==> src/rtl/starter_rr_arbiter.sv <==
// Round-robin arbiter sharing one registered valid/data datapath stage among NUM_REQ requesters.
// Optional macro STARTER_ARB_PRIO_EN makes requester 0 high priority (preempts other owners).
module starter_rr_arbiter #(
  parameter int NUM_REQ   = 4,
  parameter int DATA_W    = 8,
  parameter int MAX_BURST = 4,
  parameter int DUT_LAT   = 1
) (
  input  logic                       clk,
  input  logic                       rst_n,
  input  logic [NUM_REQ-1:0]         req_valid,
  input  logic [NUM_REQ*DATA_W-1:0]  req_data,
  output logic [NUM_REQ-1:0]         req_ready,
  output logic [DATA_W-1:0]          dut_data_in,
  output logic                       dut_valid_in,
  input  logic [DATA_W-1:0]          dut_data_out,
  input  logic                       dut_valid_out,
  output logic [NUM_REQ-1:0]         rsp_valid,
  output logic [DATA_W-1:0]          rsp_data,
  output logic [$clog2(NUM_REQ)-1:0] grant_id,
  output logic                       busy
);

  localparam int ID_W  = $clog2(NUM_REQ);
  localparam int CNT_W = $clog2(MAX_BURST + 1);

  typedef enum logic {ST_IDLE, ST_BURST} state_t;

  state_t             r_state, w_state_next;
  logic [ID_W-1:0]    r_rr_ptr, r_grant_id, w_owner, w_rr_next;
  logic [CNT_W-1:0]   r_beat_cnt;
  logic [DATA_W-1:0]  r_dut_data_in, w_owner_data;
  logic               r_dut_valid_in;
  logic               w_any_valid, w_owner_valid, w_xfer, w_last_beat, w_preempt, w_exit;
  logic               r_tag_vld [DUT_LAT];
  logic [ID_W-1:0]    r_tag_id  [DUT_LAT];

  // Scan downwards so the lowest offset from the pointer is the last (winning) assignment.
  always_comb begin
    logic [ID_W-1:0] v_idx;
    w_any_valid = |req_valid;
    w_owner     = r_rr_ptr;
    for (int off = NUM_REQ - 1; off >= 0; off--) begin
      v_idx = ID_W'((int'(r_rr_ptr) + off) % NUM_REQ);
      if (req_valid[v_idx]) w_owner = v_idx;
    end
`ifdef STARTER_ARB_PRIO_EN
    if (req_valid[0]) w_owner = '0;
`endif
  end

  always_comb begin
    w_owner_valid = 1'b0;
    w_owner_data  = '0;
    for (int i = 0; i < NUM_REQ; i++) begin
      if (r_grant_id == ID_W'(i)) begin
        w_owner_valid = req_valid[i];
        w_owner_data  = req_data[i*DATA_W +: DATA_W];
      end
    end
  end

`ifdef STARTER_ARB_PRIO_EN
  assign w_preempt = (r_grant_id != '0) && req_valid[0];
`else
  assign w_preempt = 1'b0;
`endif

  assign w_xfer      = (r_state == ST_BURST) && w_owner_valid;
  assign w_last_beat = w_xfer && (r_beat_cnt == CNT_W'(MAX_BURST - 1));
  assign w_exit      = (r_state == ST_BURST) && (w_last_beat || !w_owner_valid || w_preempt);
  assign w_rr_next   = (r_grant_id == ID_W'(NUM_REQ - 1)) ? '0 : r_grant_id + 1'b1;

  always_comb begin
    w_state_next = r_state;
    case (r_state)
      ST_IDLE:  if (w_any_valid) w_state_next = ST_BURST;
      ST_BURST: if (w_exit)      w_state_next = ST_IDLE;
      default:  w_state_next = ST_IDLE;
    endcase
  end

  always_ff @(posedge clk or negedge rst_n) begin
    if (!rst_n) begin
      r_state        <= ST_IDLE;
      r_rr_ptr       <= '0;
      r_grant_id     <= '0;
      r_beat_cnt     <= '0;
      r_dut_data_in  <= '0;
      r_dut_valid_in <= 1'b0;
    end else begin
      r_state        <= w_state_next;
      r_dut_valid_in <= w_xfer;
      if (r_state == ST_IDLE && w_any_valid) begin
        r_grant_id <= w_owner;
        r_beat_cnt <= '0;
      end
      if (w_xfer) begin
        r_beat_cnt    <= r_beat_cnt + 1'b1;
        r_dut_data_in <= w_owner_data;
      end
      if (w_exit) r_rr_ptr <= w_rr_next;
    end
  end

  // grant_id is stable while dut_valid_in is high, so it tags the beat entering the datapath.
  always_ff @(posedge clk or negedge rst_n) begin
    if (!rst_n) begin
      for (int i = 0; i < DUT_LAT; i++) begin
        r_tag_vld[i] <= 1'b0;
        r_tag_id[i]  <= '0;
      end
    end else begin
      r_tag_vld[0] <= r_dut_valid_in;
      r_tag_id[0]  <= r_grant_id;
      for (int i = 1; i < DUT_LAT; i++) begin
        r_tag_vld[i] <= r_tag_vld[i-1];
        r_tag_id[i]  <= r_tag_id[i-1];
      end
    end
  end

  genvar gi;
  generate
    for (gi = 0; gi < NUM_REQ; gi++) begin : g_port
      assign req_ready[gi] = (r_state == ST_BURST) && (r_grant_id == ID_W'(gi));
      assign rsp_valid[gi] = dut_valid_out && r_tag_vld[DUT_LAT-1] &&
                             (r_tag_id[DUT_LAT-1] == ID_W'(gi));
    end
  endgenerate

  assign rsp_data     = dut_data_out;
  assign dut_data_in  = r_dut_data_in;
  assign dut_valid_in = r_dut_valid_in;
  assign grant_id     = r_grant_id;
  assign busy         = (r_state == ST_BURST);

endmodule
==> config.mk <==
export PLATFORM = sky130hd
export DESIGN_NAME = starter_rr_arbiter
export DESIGN_NICKNAME = d
export VERILOG_FILES = /design/src/rtl/starter_rr_arbiter.sv
export SDC_FILE = /design/constraint.sdc
export NUM_CORES = 1
export LEC_CHECK = 0
export CORE_MARGIN = 5
export CORE_UTILIZATION = 39
export CTS_BUF_LIST = sky130_fd_sc_hd__clkbuf_16
export CTS_CLUSTER_SIZE = 14
export DETAILED_ROUTE_END_ITERATION = 12
export PLACE_DENSITY_LB_ADDON = 0.05
export SLEW_MARGIN = 20
export SYNTH_ARGS = -nofsm -noshare
export SYNTH_HDL_FRONTEND = slang
export SYNTH_SLANG_ARGS = --single-unit
==> constraint.sdc <==
create_clock -name clk -period 2.44 [get_ports clk]
set_clock_uncertainty 0.2 [all_clocks]
set_input_delay 0.244 -clock clk [delete_from_list [all_inputs] [get_ports clk]]
set_output_delay 0.244 -clock clk [all_outputs]
set_load 0.02 [all_outputs]
Word-level counts from Yosys, hierarchy flattened:

Cells that the tools add are included.

* register bits after elaboration: 20
* output and inout port bits: 28

* add/sub/neg operators: 5
* magnitude comparators: 4
* equality and inequality tests: 7
* mux-type cells: 26
* bitwise operators: 1
* reductions and logical operators: 19

Operators with widths (number)
* 2-to-1 mux 8 bit: 4
* logical AND 1 bit: 13
* less-than comparator 2 x 3 -> 1 bit (second input constant): 4
* 2-to-1 mux 1 bit: 10
* 2-to-1 mux 2 bit: 5
* binary-select mux 1 bit (select 2 bit): 4
* equality test 2 bit (second input constant): 4
* 2-to-1 mux 3 bit: 2
* adder 2 x 1 -> 2 bit (second input constant): 2
* adder 2 bit (second input constant): 2
* equality test 2 x 1 -> 1 bit (second input constant): 2
* logical NOT 2 bit: 2
* OR reduction 4 bit: 1
* adder 3 x 1 -> 3 bit (second input constant): 1
* equality test 3 x 2 -> 1 bit (second input constant): 1
* one-hot mux 1 bit (2 select lines): 1
* nonzero test 2 bit: 1
* logical NOT 1 bit: 1
* logical OR 1 bit: 1
* inverter 1 bit: 1

Depth between registers and ports, before layout:

* depth after elaboration: 11
* mapped depth: 8
* gate-level depth less buffers: 6

Worst setup path after synthesis:

Ideal clock, no wire load.

* path type: register -> register
* start point: register r_grant_id[0], in the netlist grant_id[0]
* end point: register r_rr_ptr[1]
* library setup time: 125 ps
* data arrival time: 1829 ps
* data required time: 2115 ps
* path slack: 286 ps
* cell stages (with the launch flop): 8
* buffers on the path: 1
* cell sequence: dfrtp_1 inv_1 ha_1 buf_4 a211o_4 o211ai_2 o21ai_2 mux2_4

* longest elaborated chain between the ends: 9

Ends and longest elaborated chain
* start: declaration: RTL line 30 `logic [ID_W-1:0] r_rr_ptr, r_grant_id, w_owner, w_rr_next;`
* start signal: assignment: RTL line 95 `r_grant_id <= w_owner;`
* logical NOT 2 bit: RTL line 56 `if (r_grant_id == ID_W'(i)) begin`
* 2-to-1 mux 1 bit (4 in a row): RTL line 56
* logical AND 1 bit: RTL line 69 `assign w_xfer = (r_state == ST_BURST) && w_owner_valid;`
* logical AND 1 bit: RTL line 70 `assign w_last_beat = w_xfer && (r_beat_cnt == CNT_W'(MAX_BURST - 1));`
* logical OR 1 bit: RTL line 71 `assign w_exit = (r_state == ST_BURST) && (w_last_beat || !w_owner_valid || w_preempt);`
* logical AND 1 bit: RTL line 71
* end signal: assignment: RTL line 102 `if (w_exit) r_rr_ptr <= w_rr_next;`
* end: declaration: RTL line 30

Several ways; a longest one is shown, not always the timed one.
A chain may end at the register's enable or synchronous reset.

Worst setup path in the final report:

* start point: register r_grant_id[0], in the netlist grant_id[0]
* end point: output req_ready[2]

* longest elaborated chain between the ends: 2

Ends and longest elaborated chain
* equality test 2 bit: RTL line 126 `assign req_ready[gi] = (r_state == ST_BURST) && (r_grant_id == ID_W'(gi));`
* logical AND 1 bit: RTL line 126
* end: declaration: RTL line 13 `output logic [NUM_REQ-1:0] req_ready,`

Every way passes these cells.

==> impl_metrics.py <==
metrics = {
    "critical_path": {
        "end_kind": "primary output",
        "crit_buf_inv": 2,
        "cp_slowest_cell": "clkdlybuf4s50_1",
        "r2r_cells": 6,
        "path_delay_family": "buffers and inverters",
        "r2r-end": "r_rr_ptr[1]$_DFFE_PN0P_",
        "crit_chain": "inv_1, ha_2, and2_1, clkdlybuf4s50_1",
        "worst-r2r-setup-slack_ns": 0.32,
        "cp-start-kind": "flop",
        "arrival_ns": 1.86,
        "crit_type": "flop to primary output",
        "slowest_delay_ns": 0.62,
        "crit_fanout": 9,
        "required_ns": 2.00,
        "timing.rr.start": "grant_id[0]$_DFFE_PN0P_",
    },
    "place": {
        "placed_area_mm2": 0.00192,
        "dp_slack_ns": 0.247,
        "gp_congestion": 0.763,
        "portBuffers": 58,
        "dp_hpwl_mm": 3.11,
    },
    "yosys": {
        "syn_inst": 150,
        "synthArstFlopShare": 1.00,
        "yosys_warnings": 0,
        "synth_edf_count": 0,
        "netlist_top_cells_area": "dfrtp_1 (37%), nand2_1 (7.4%), buf_4 (6.0%), ha_1 (5.5%), o221ai_1 (4.5%)",
        "yosysTopAreaCellShare": 0.366,
        "ys_ff_latch": 20,
        "synth_top_area_cell": "dfrtp_1",
        "synth.avg_cell_area_um2": 9.13,
        "yosysSeqAreaShare": 0.366,
        "ys_types": 41,
        "netlist_area_mm2": 0.00137,
        "synth_ff_type": "dfrtp_1",
        "synth_nets": 203,
    },
    "floorplan": {
        "die_y_um": 69.2,
        "row_count": 21,
        "fp.dieW_um": 69.2,
        "ios": 75,
        "dieArea_mm2": 0.00479,
        "core_area_mm2": 0.00336,
        "initial_core_util": 0.407,
    },
    "routing": {
        "drc": 0,
        "vias_per_cell": 5.33,
        "ant_nets": 0,
        "totalWireLength_mm": 4.01,
        "drtIter0Drc": 41,
        "num_vias": 1311,
        "drtPass1Iterations": 4,
        "wl_per_cell_um": 16.3,
    },
    "timing": {
        "tightest_slew_ns": 0.588,
        "fin_ws_ns": 0.137,
        "hold_violations": 0,
        "slew_viol_final": 0,
        "fin_crit_sh": 0.944,
        "fin_crit_ns": 2.30,
        "rsz0062_at_grt": "false",
        "timing.hold.ws_ns": 0.132,
        "setup-tns-final_ns": 0,
        "fmaxAchievable_mhz": 434,
        "setup_viol": 0,
        "slew_headroom": 0.607,
    },
    "power": {
        "p_leak_nw": 0.816,
        "vdd.ir_drop.worst_uv": 649,
        "pwr_density_cell_mw_per_mm2": 1270,
    },
    "clocking": {
        "cts.sinks": 20,
        "ctsRootBufferMaster": "clkbuf_16",
        "cts_made_buffers": 3,
        "cts_tree": "yes",
        "insertion_delay_ns": 0.25,
        "cts_buffer_depth": 2,
        "htreeDepth": 1,
        "clk_pin_slew_ns": 0.06,
        "post-cts-setup-buffers": 0,
    },
    "final_layout": {
        "drive_gt1_frac": 0.0900,
        "nets": 255,
        "areaGrowthSynthToFinish_pct": 46.5,
        "final_common_cell": "clkdlybuf4s50_1",
        "n_antenna_cell": 0,
        "layout_common_cells": "clkdlybuf4s50_1 (58), nand2_1 (27), dfrtp_1 (20)",
        "design_area_mm2": 0.00201,
        "fillers": 326,
    },
    "global_routing": {
        "grt_pass1_wl_mm": 6.91,
        "grt.total_usage": 0.170,
        "grt_max_degree": 21,
        "antenna_found_initial": 0,
        "grt_pass1_vias": 1408,
        "grt_remaining_overflow": 0,
    },
    "min_path": {
        "hold_class": "primary input to async pin",
    },
    "flow_run": {
        "drv_cap": 0,
    },
    "run_status": {
        "status": "completed",
    },
}
-- report_power, final --
part           leakage, nW  total (mW)  switching (mW)  internal, mW
Sequential           0.248       0.644           0.155         0.489
Clock               0.0370       0.332           0.116         0.216
Combinational        0.531        1.57           0.825         0.747
-- cell families (layout without fill, tap and decap cells) --
logic type | after synthesis | in the layout | share of synthesized area
xor gates and xnor gates | 1 | 1 | 0.00640
adders and majority gates | 6 | 6 | 0.0548
AOI/OAI and AO/OA | 44 | 44 | 0.261
and+or+nand+nor | 51 | 51 | 0.175
muxes | 3 | 3 | 0.0265
DFF | 20 | 20 | 0.366
buffers and inverters | 25 | 75 | 0.111
-- worst max-delay path by stage --
stage	start	end	slack, ns	cells after the start
final	grant_id[0]$_DFFE_PN0P_	req_ready[2]	0.14	4
after global routing	grant_id[1]$_DFFE_PN0P_	req_ready[1]	0.06	4
after CTS	grant_id[0]$_DFFE_PN0P_	req_ready[3]	0.01	3
after detailed placement	grant_id[0]$_DFFE_PN0P_	r_rr_ptr[1]$_DFFE_PN0P_	0.25	6
after global placement	grant_id[0]$_DFFE_PN0P_	r_rr_ptr[1]$_DFFE_PN0P_	0.31	6
after floorplan	grant_id[0]$_DFFE_PN0P_	r_rr_ptr[1]$_DFFE_PN0P_	0.29	7
-- cell usage after synthesis (all sizes together), types with 2 or more instances --
| cell | n |
|---|---|
| and2 | 4 |
| nand3 | 2 |
| a22o | 2 |
| o21ai | 9 |
| nor2b | 3 |
| inv | 10 |
| nand2 | 27 |
| o22ai | 3 |
| o211ai | 9 |
| o221ai | 7 |
| nor2 | 5 |
| nand2b | 2 |
| ha | 6 |
| nor3 | 4 |
| dfrtp | 20 |
| buf | 14 |
| mux2 | 2 |
| a21oi | 3 |
| a211oi | 2 |
-- through the flow --
| stage | instances | total power [mW] | util |
|---|---|---|---|
| 4_1_cts | 246 | 2.57 | 0.594 |
| 6_report | 246 | 2.55 | 0.596 |
| 3_3_place_gp | 243 | 2.18 | 0.572 |
| 5_1_grt | 246 | 2.77 | 0.596 |
| 2_1_floorplan | 150 | 1.71 | - |
| 3_5_place_dp | 243 | 2.22 | 0.572 |
-- metal layers --
| layer | routed length (um) | track usage | vias up |
|---|---|---|---|
| met1 | 1780 | 0.207 | 620 |
| met3 | 272 | 0.0507 | 6 |
| met2 | 1940 | 0.303 | 52 |
| met4 | 19 | 0.0239 | 0 |
| li1 | - | - | 633 |
| met5 | 0 | 0 | - |
-- state kept, by name, summed over array words and instances (netlist names) --
signal / cells
r_rr_ptr: 2
r_beat_cnt: 3
grant_id: 2
r_tag_vld: 1
r_tag_id: 2
dut_valid_in: 1
dut_data_in: 8
busy: 1
-- final cells by class --
class	count	area (um^2)	area share
clock buffer	3	75.1	0.0374
inverter	10	37.5	0.0187
multi-input combinational	105	724	0.361
sequential	20	500	0.250
tap	46	57.6	0.0287
timing repair buffer	62	611	0.304
-- repair_timing --
item | 4_1_cts | 5_1_grt
gates resized for setup | 0 | 3
hold buffers | 0 | 0
setup endpoints to repair | 0 | 3
hold endpoints to repair | 0 | 0
Power figures use the tool's default switching activity.
